[config.mk]
export PLATFORM = sky130hd
export DESIGN_NAME = spi_req_arbiter
export DESIGN_NICKNAME = d
export VERILOG_FILES = /design/src/rtl/spi_req_arbiter.sv
export SDC_FILE = /design/constraint.sdc
export NUM_CORES = 1
export LEC_CHECK = 0
export BUFFER_PORTS_ARGS = -buffer_cell sky130_fd_sc_hd__buf_2
export CAP_MARGIN = 20
export CORE_AREA = 2 2 106 108
export CTS_CLUSTER_SIZE = 30
export DETAILED_ROUTE_END_ITERATION = 10
export DIE_AREA = 0 0 108 110
export HOLD_SLACK_MARGIN = 0.02
export PLACE_DENSITY_LB_ADDON = 0.3
export SYNTH_ARGS = -nofsm -noshare
export SYNTH_HDL_FRONTEND = slang
export SYNTH_SLANG_ARGS = --single-unit
[constraint.sdc]
create_clock -name clk -period 8.5 [get_ports clk]
set_clock_uncertainty 0.05 [all_clocks]
set_input_delay 1.275 -clock clk [delete_from_list [all_inputs] [get_ports clk]]
set_output_delay 1.275 -clock clk [all_outputs]
set_load 0.01 [all_outputs]
[src/rtl/spi_req_arbiter.sv]
// Round-robin arbiter sharing one spi_master between NREQ requesters.
// Every output is a register fed from the current state, so each output
// becomes visible one cycle after the FSM enters the state that drives it.
module spi_req_arbiter #(
  parameter int NREQ    = 4,
  parameter int N_CS    = 4,
  parameter int SEL_W   = 2,
  parameter int TIMEOUT = 1000,
  parameter int GAP_CYC = 2
) (
  input  logic                    clk,
  input  logic                    rst,
  input  logic [NREQ-1:0]         req,
  input  logic [8*NREQ-1:0]       req_data,
  input  logic [SEL_W*NREQ-1:0]   req_sel,
  output logic [NREQ-1:0]         gnt,
  output logic [NREQ-1:0]         rsp_valid,
  output logic [7:0]              rsp_data,
  output logic                    rsp_err,
  output logic                    busy,
  output logic                    m_start,
  output logic [7:0]              m_data_in,
  output logic [N_CS-1:0]         m_cs,
  input  logic [7:0]              m_data_out,
  input  logic                    m_done
);

  localparam int IDX_W = (NREQ > 1) ? $clog2(NREQ) : 1;

  typedef enum logic [2:0] {
    ST_IDLE,
    ST_LAUNCH,
    ST_WAIT,
    ST_RESP,
    ST_GAP
  } state_t;

  state_t state, state_nx;

  logic [IDX_W-1:0] rr_ptr;
  logic [IDX_W-1:0] winner_q;
  logic [7:0]       data_q;
  logic [SEL_W-1:0] sel_q;
  logic [7:0]       resp_data_q;
  logic             resp_err_q;
  logic [15:0]      wait_cnt;
  logic [15:0]      gap_cnt;

  logic [IDX_W-1:0] pick_idx;
  logic             pick_found;
  logic [7:0]       pick_data;
  logic [SEL_W-1:0] pick_sel;
  logic             pick_bad;
  int               pick_cand;

  logic [N_CS-1:0]  cs_onehot;
  logic [NREQ-1:0]  winner_onehot;
  logic             done_hit;
  logic             timeout_hit;
  logic             gap_last;
  logic             in_txn;

  // Round-robin search starting at rr_ptr, plus the winner's byte and select
  always_comb begin
    pick_found = 1'b0;
    pick_idx   = '0;
    pick_cand  = 0;
    pick_data  = '0;
    pick_sel   = '0;
    for (int i = 0; i < NREQ; i++) begin
      pick_cand = int'(rr_ptr) + i;
      if (pick_cand >= NREQ) pick_cand = pick_cand - NREQ;
      if (!pick_found && req[IDX_W'(pick_cand)]) begin
        pick_found = 1'b1;
        pick_idx   = IDX_W'(pick_cand);
      end
    end
    for (int i = 0; i < NREQ; i++) begin
      if (IDX_W'(i) == pick_idx) begin
        pick_data = req_data[8*i +: 8];
        pick_sel  = req_sel[SEL_W*i +: SEL_W];
      end
    end
    pick_bad = ({{(32-SEL_W){1'b0}}, pick_sel} >= 32'(N_CS));
  end

  // Decode the latched select and winner into one-hot vectors
  always_comb begin
    cs_onehot     = '0;
    winner_onehot = '0;
    for (int c = 0; c < N_CS; c++) begin
      cs_onehot[c] = ({{(32-SEL_W){1'b0}}, sel_q} == 32'(c));
    end
    for (int i = 0; i < NREQ; i++) begin
      winner_onehot[i] = (winner_q == IDX_W'(i));
    end
  end

  // Next-state logic; a completion in the timeout cycle still counts as success
  always_comb begin
    state_nx    = state;
    done_hit    = (state == ST_WAIT) && m_done;
    timeout_hit = (state == ST_WAIT) && (wait_cnt == 16'(TIMEOUT));
    gap_last    = (gap_cnt == 16'(GAP_CYC - 1));
    in_txn      = (state == ST_LAUNCH) || (state == ST_WAIT) || (state == ST_RESP);
    case (state)
      ST_IDLE:   if (pick_found) state_nx = pick_bad ? ST_RESP : ST_LAUNCH;
      ST_LAUNCH: state_nx = ST_WAIT;
      ST_WAIT:   if (done_hit || timeout_hit) state_nx = ST_RESP;
      ST_RESP:   state_nx = ST_GAP;
      ST_GAP:    if (gap_last) state_nx = ST_IDLE;
      default:   state_nx = ST_IDLE;
    endcase
  end

  // State register
  always_ff @(posedge clk or posedge rst) begin
    if (rst) state <= ST_IDLE;
    else     state <= state_nx;
  end

  // Request latching, watchdog and gap counters, response capture, pointer
  always_ff @(posedge clk or posedge rst) begin
    if (rst) begin
      rr_ptr      <= '0;
      winner_q    <= '0;
      data_q      <= '0;
      sel_q       <= '0;
      resp_data_q <= '0;
      resp_err_q  <= 1'b0;
      wait_cnt    <= '0;
      gap_cnt     <= '0;
    end else begin
      case (state)
        ST_IDLE: begin
          if (pick_found) begin
            winner_q <= pick_idx;
            data_q   <= pick_data;
            sel_q    <= pick_sel;
            if (pick_bad) begin
              resp_data_q <= 8'h00;
              resp_err_q  <= 1'b1;
            end
          end
        end
        ST_LAUNCH: wait_cnt <= 16'd1;
        ST_WAIT: begin
          if (done_hit) begin
            resp_data_q <= m_data_out;
            resp_err_q  <= 1'b0;
          end else if (timeout_hit) begin
            resp_data_q <= 8'h00;
            resp_err_q  <= 1'b1;
          end else begin
            wait_cnt <= wait_cnt + 16'd1;
          end
        end
        ST_RESP: begin
          wait_cnt <= '0;
          gap_cnt  <= '0;
        end
        ST_GAP: begin
          if (gap_last) begin
            gap_cnt <= '0;
            if (int'(winner_q) == NREQ - 1) rr_ptr <= '0;
            else                            rr_ptr <= winner_q + IDX_W'(1);
          end else begin
            gap_cnt <= gap_cnt + 16'd1;
          end
        end
        default: ;
      endcase
    end
  end

  // Registered outputs derived from the current state
  always_ff @(posedge clk or posedge rst) begin
    if (rst) begin
      gnt       <= '0;
      rsp_valid <= '0;
      rsp_data  <= '0;
      rsp_err   <= 1'b0;
      busy      <= 1'b0;
      m_start   <= 1'b0;
      m_data_in <= '0;
      m_cs      <= '0;
    end else begin
      busy      <= (state != ST_IDLE);
      m_start   <= (state == ST_LAUNCH);
      m_cs      <= in_txn ? cs_onehot : '0;
      gnt       <= in_txn ? winner_onehot : '0;
      rsp_valid <= (state == ST_RESP) ? winner_onehot : '0;
      if (state == ST_LAUNCH) m_data_in <= data_q;
      if (state == ST_RESP) begin
        rsp_data <= resp_data_q;
        rsp_err  <= resp_err_q;
      end
    end
  end

endmodule

== After elaboration in Yosys (flattened, before gate mapping) ==
Cells that the tools add are included.

* Register bits after elaboration: 89
* Input bits: 55
* Output and inout port bits: 31
* Logic and storage cells: 129

* Add/subtract/negate cells: 10
* $lt $le $gt $ge: 8
* Eq/ne operators: 21
* Muxes and demuxes: 49
* Reduce and logical (&&, ||, !) cells: 24

{| class="wikitable"
|+ Operators with widths
! cell !! number
|-
| $mux 16 || 3
|-
| $mux 8 || 6
|-
| $pmux 16 s3 || 1
|-
| $add 16x1->16 const B || 2
|-
| $pmux 16 s2 || 1
|-
| $mux 2 || 13
|-
| $eq 16x1->1 const B || 1
|-
| $eq 16x10->1 const B || 1
|-
| $lt 2x4->1 const B || 4
|-
| $pmux 3 s5 || 1
|-
| $mux 1 || 14
|-
| $mux 4 || 3
|-
| $ge 3x3->1 const B || 3
|-
| $mux 3 || 3
|-
| $bmux 1 s2 || 4
|-
| $eq 2x2->1 const B || 4
|-
| $ne 2x2->1 const B || 4
|-
| $sub 2x1->2 const B || 4
|-
| $add 2x2->3 const B || 2
|-
| $eq 2x1->1 const B || 3
|-
| $eq 3x2->1 const B || 2
|-
| $logic_not 2->1 || 3
|-
| $reduce_and 2->1 || 3
|-
| $reduce_and 3->1 || 2
|-
| 14 further kinds || 25
|}

== Depth between registers and ports, before layout ==
* Depth in word-level cells: 20
* Gate-level depth with buffers: 9
* Gate-level depth less buffers: 7

== Worst setup path after synthesis ==
Ideal clock, no wire load.

* Kind: input to register
* Start point: input port m_done
* End point: register wait_cnt[4]
* Library setup time: 0.078 ns
* Arrival time: 2.402 ns
* Required time: 8.372 ns
* Setup slack: 5.970 ns
* Stages on the path: 5
* Path buffers: 1
* Cell sequence: and3_1 -> o21bai_1 -> clkbuf_1 -> or4_1 -> a21oi_1

* Cells in the longest elaborated chain, start to end: 3

{| class="wikitable"
|+ Ends and longest elaborated chain
! item !! line !! source
|-
| from (decl) || 25 || <nowiki>input logic m_done</nowiki>
|-
| $logic_and 1x1->1 || 102 || <nowiki>done_hit = (state == ST_WAIT) && m_done;</nowiki>
|-
| $ne 2x2->1 (no line) || n/a ||
|-
| $reduce_and 3->1 (no line) || n/a ||
|-
| to (signal assigned) || 155 || <nowiki>wait_cnt <= wait_cnt + 16'd1;</nowiki>
|-
| to (decl) || 46 || <nowiki>logic [15:0] wait_cnt;</nowiki>
|}

No other way between the ends.
A chain may end at the register's enable or synchronous reset.

== Final worst setup path ==
* Start point: input port req[0]
* End point: register sel_q[1]

* Cells in the longest elaborated chain, start to end: 18
* Elaborated cells on any way between the ends: 35
* Those cells by class: eq/ne (3); mux (24); reduce/logical (8)

{| class="wikitable"
|+ Ends and longest elaborated chain
! item !! line !! source
|-
| from (decl) || 13 || <nowiki>input logic [NREQ-1:0] req,</nowiki>
|-
| $bmux 1 s2 || 73 || <nowiki>if (!pick_found && req[IDX_W'(pick_cand)]) begin</nowiki>
|-
| $mux 1 (not written as such) (2 in a row) || 73 ||
|-
| $mux 1 || 73 ||
|-
| $logic_not 1->1 || 73 ||
|-
| $logic_and 1x1->1 || 73 ||
|-
| $mux 1 || 73 ||
|-
| $logic_not 1->1 || 73 ||
|-
| $logic_and 1x1->1 || 73 ||
|-
| $mux 1 || 73 ||
|-
| $logic_not 1->1 || 73 ||
|-
| $logic_and 1x1->1 || 73 ||
|-
| $mux 2 || 73 ||
|-
| $logic_not 2->1 || 79 || <nowiki>if (IDX_W'(i) == pick_idx) begin</nowiki>
|-
| $mux 2 (4 in a row) || 79 ||
|-
| to (signal assigned) || 139 || <nowiki>sel_q <= pick_sel;</nowiki>
|-
| to (decl) || 43 || <nowiki>logic [SEL_W-1:0] sel_q;</nowiki>
|}

Several ways; a longest one is shown, not always the timed one. The select of a mux whose other input is x is not followed.

==> impl_results.md <==
- Root Driver: clkbuf_8
- Crit path DAT: 2.84 ns
- CP max stage delay: 0.43 ns
- Min-Delay Path Class: reg -> reg
- Total CTS buffers: 9
- Vias per inst: 5.33
- Initial DRC count: 160
- Setup Crit Path Kind: in -> reg
- Slowest cell on the critical path: nor4_1
- Hold Fails Final Rpt: 0
- Vias in the first global route: 3209
- Synth top area cells: dfrtp_1, mux2i_1, mux2_2, nand2_1, nor2_1
- Setup bufs post-CTS: 0
- Critical Path Sink Type: flip-flop
- Post-synth EDFFs: 0
- # port buffers: 85
- Share of cells above drive strength 1: 27.2%
- Post-CTS sizing: 0
- Normalized max-slew margin: 31.5%
- Core Util, Final: 46.8%
- Worst vdd ir: 0.000125 V
- CP Data Required Time: 8.67 ns
- CTS Buffer Depth: 2
- Max FO, Critical Path: 14
- First-pass GRT wire length: 15100 µm
- Num Clock Sinks: 89
- Core area: 10700 µm²
- CTS clk-pin slew, worst paths: 0.09 ns
- H-Tree Depth: 3
- Fmax: 375 MHz
- Mapped cell area: 4220 µm²
- Ys flop type: dfrtp_1
- Dpl hpwl: 6410 µm
- Nets: 536
- Cell Pwr Density: 293 nW/µm²
- Final wirelength: 9240 µm
- Final setup fails: 0
- Worst setup SP type: input pin
- Status: finished clean
- DR WL/cell: 14.9 µm
- Total global-route track usage: 16.2%
- Synth Area in Compound Gates: 12.6%
- Asr flop ratio synth: 100%
- Sequential cell area fraction in the yosys report: 52.8%
- CTS tree: yes
- Final Cycle Share: 31.4%
- Largest net degree at the start of global routing: 65
- Maxcap violations: 0
- RSZ-0062 raised after global routing: no
- Worst path cell trace: buf_2 > nor4_1 > nor2_1 > nand2_1 > or2_2 > o221ai_1
- N_diodes: 0
- LEAKAGE: 2.40 nW
- Total iterations of the first detailed-routing run: 7
- Die Y: 110 µm
- Syn Nets: 455
- Clock Latency Late Sink: 0.37 ns
- Mux contribution to synthesized area: 9.28%
- Fin crit period: 2.67 ns
- Total number of vias: 3292
- Gpl congestion: 0.830
- Crit path buffers/inverters: 1
- Core Rows: 38
- Initial Utilization: 39.5%
- Hold-fix buffers, CTS: 0
- Setup TNS: 0 ns
- P&R area growth vs syn: 18.5%
- Initial antenna violation count: 0
- Cells after Synth: 392
- Post-Synth Adder-Cell Area: 2.37%
- Post-synthesis xor/xnor area fraction: 2.49%
- Top-count cell post-synth: dfrtp_1
- Synth area leader: dfrtp_1
- Main combinational cell family by area after synthesis: simple AND/OR/NAND/NOR gates
- Synth top area share: 52.8%
- Die Wd: 108 µm
- Simple-gate share of the synthesized area: 17.4%
- Least-Margin Pin Slew: 1.02 ns
- Die area: 11900 µm²
- Residual DRC: 0
- Num ports: 86
- Remaining Overflow, GRT: 0
- Synth cell types: 48
- Most frequent cells after synthesis: dfrtp_1, nand2_1, nor2_1, mux2i_1
- Yosys warnings: 0
- Cell family with the largest share of critical-path delay: simple AND/OR/NAND/NOR gates
- Mean Syn Cell Area: 10.8 µm²
- ANT nets after route: 0
- Final Slew Violations: 0
- Seq cells post-synth: 89
cells in the final DEF, fill, tap and decap left out, types with 5 or more instances in the layout:
| cell | Yosys | routed |
|---|---|---|
| and2_1 | 5 | 5 |
| or4_1 | 7 | 7 |
| a22o_1 | 8 | 8 |
| or3_1 | 11 | 11 |
| o221ai_1 | 10 | 10 |
| nor2_1 | 27 | 27 |
| a21oi_1 | 16 | 16 |
| nand3_1 | 15 | 15 |
| and3_1 | 7 | 7 |
| buf_2 | 7 | 85 |
| o31ai_1 | 6 | 6 |
| dfrtp_1 | 89 | 89 |
| mux2i_1 | 20 | 20 |
| ha_1 | 8 | 8 |
| mux2_2 | 17 | 17 |
| nand4_1 | 11 | 11 |
| o21ai_0 | 17 | 17 |
| nand2_1 | 32 | 32 |
| inv_1 | 13 | 12 |
| xor2_1 | 10 | 10 |
| clkbuf_8 | 0 | 9 |
worst paths after layout:
check	start	endpoint	slack (ns)	cells after the start
min reg2reg	sel_q[0]	m_cs[2]	0.45	1
max in group asynchronous	rst	rsp_valid[1]	6.40	3
max reg2reg	state[1]	gap_cnt[8]	6.04	5
min in group asynchronous	rst	m_data_in[4]	0.84	2
min	sel_q[0]	m_cs[2]	0.45	1
max	req[0]	sel_q[1]	5.83	6
cell families (layout without fill, tap and decap cells):
| logic type | Yosys count | after routing |
|---|---|---|
| mux | 37 | 37 |
| flops | 89 | 89 |
| compound gates | 75 | 75 |
| simple gates | 139 | 139 |
| fa+ha+maj | 8 | 8 |
| xor+xnor | 12 | 12 |
| buf+inv | 32 | 118 |
sequential cells by signal (all words and copies together), names as in the netlist:
name and count:
m_start 1, data_q 8, busy 1, m_cs 4, m_data_in 8, resp_data_q 8, rsp_data 8, sel_q 2
rsp_valid 4, state 3, gap_cnt 16, winner_q 2, rr_ptr 2, wait_cnt 16, resp_err_q 1, gnt 4
rsp_err 1
routing by layer:
layer / track usage, % / up-vias / part of all wire (%)
li1: - / 1590 / -
met1: 22.4 / 1631 / 48
met2: 25.2 / 60 / 47
met3: 3.35 / 11 / 3.6
met4: 6.23 / 0 / 1.4
met5: 0 / - / 0
layout make-up:
class	instances	area, µm²
clock buffers	9	124
clock inverters	7	101
fillers	997	5700
inverters	13	50.0
multi-input cells	271	1870
flip-flops and latches	89	2230
well taps	140	175
repair buffers	89	455
power by group:
part | total (mW) | switching, mW | internal (mW)
clock network | 0.329 | 0.161 | 0.168
registers | 0.639 | 0.0937 | 0.546
logic | 0.500 | 0.274 | 0.225
through the flow:
step / instances / instance area (µm²) / worst slack, ns / power, mW / hold slack (ns)
finish: 618 / 5000 / 5.83 / 1.47 / 0.445
global route: 618 / 5000 / 5.76 / 1.57 / 0.474
CTS: 618 / 5000 / 5.91 / 1.48 / 0.455
detailed placement: 602 / 4780 / 5.52 / 1.15 / 0.432
global placement: 602 / 4780 / 5.57 / 1.14 / 0.415
floorplan: 392 / 4220 / 4.87 / 0.984 / 0.398
worst reg2reg max path, delay by kind of cell (launching register included):
family / cells / cell delay, ns
AO/OA/AOI/OAI: 1 / 0.53
XOR/XNOR: 1 / 0.15
flip-flops: 1 / 0.75
AND/OR/NAND/NOR: 3 / 0.84
No activity file was read; power rests on OpenSTA's default activity.
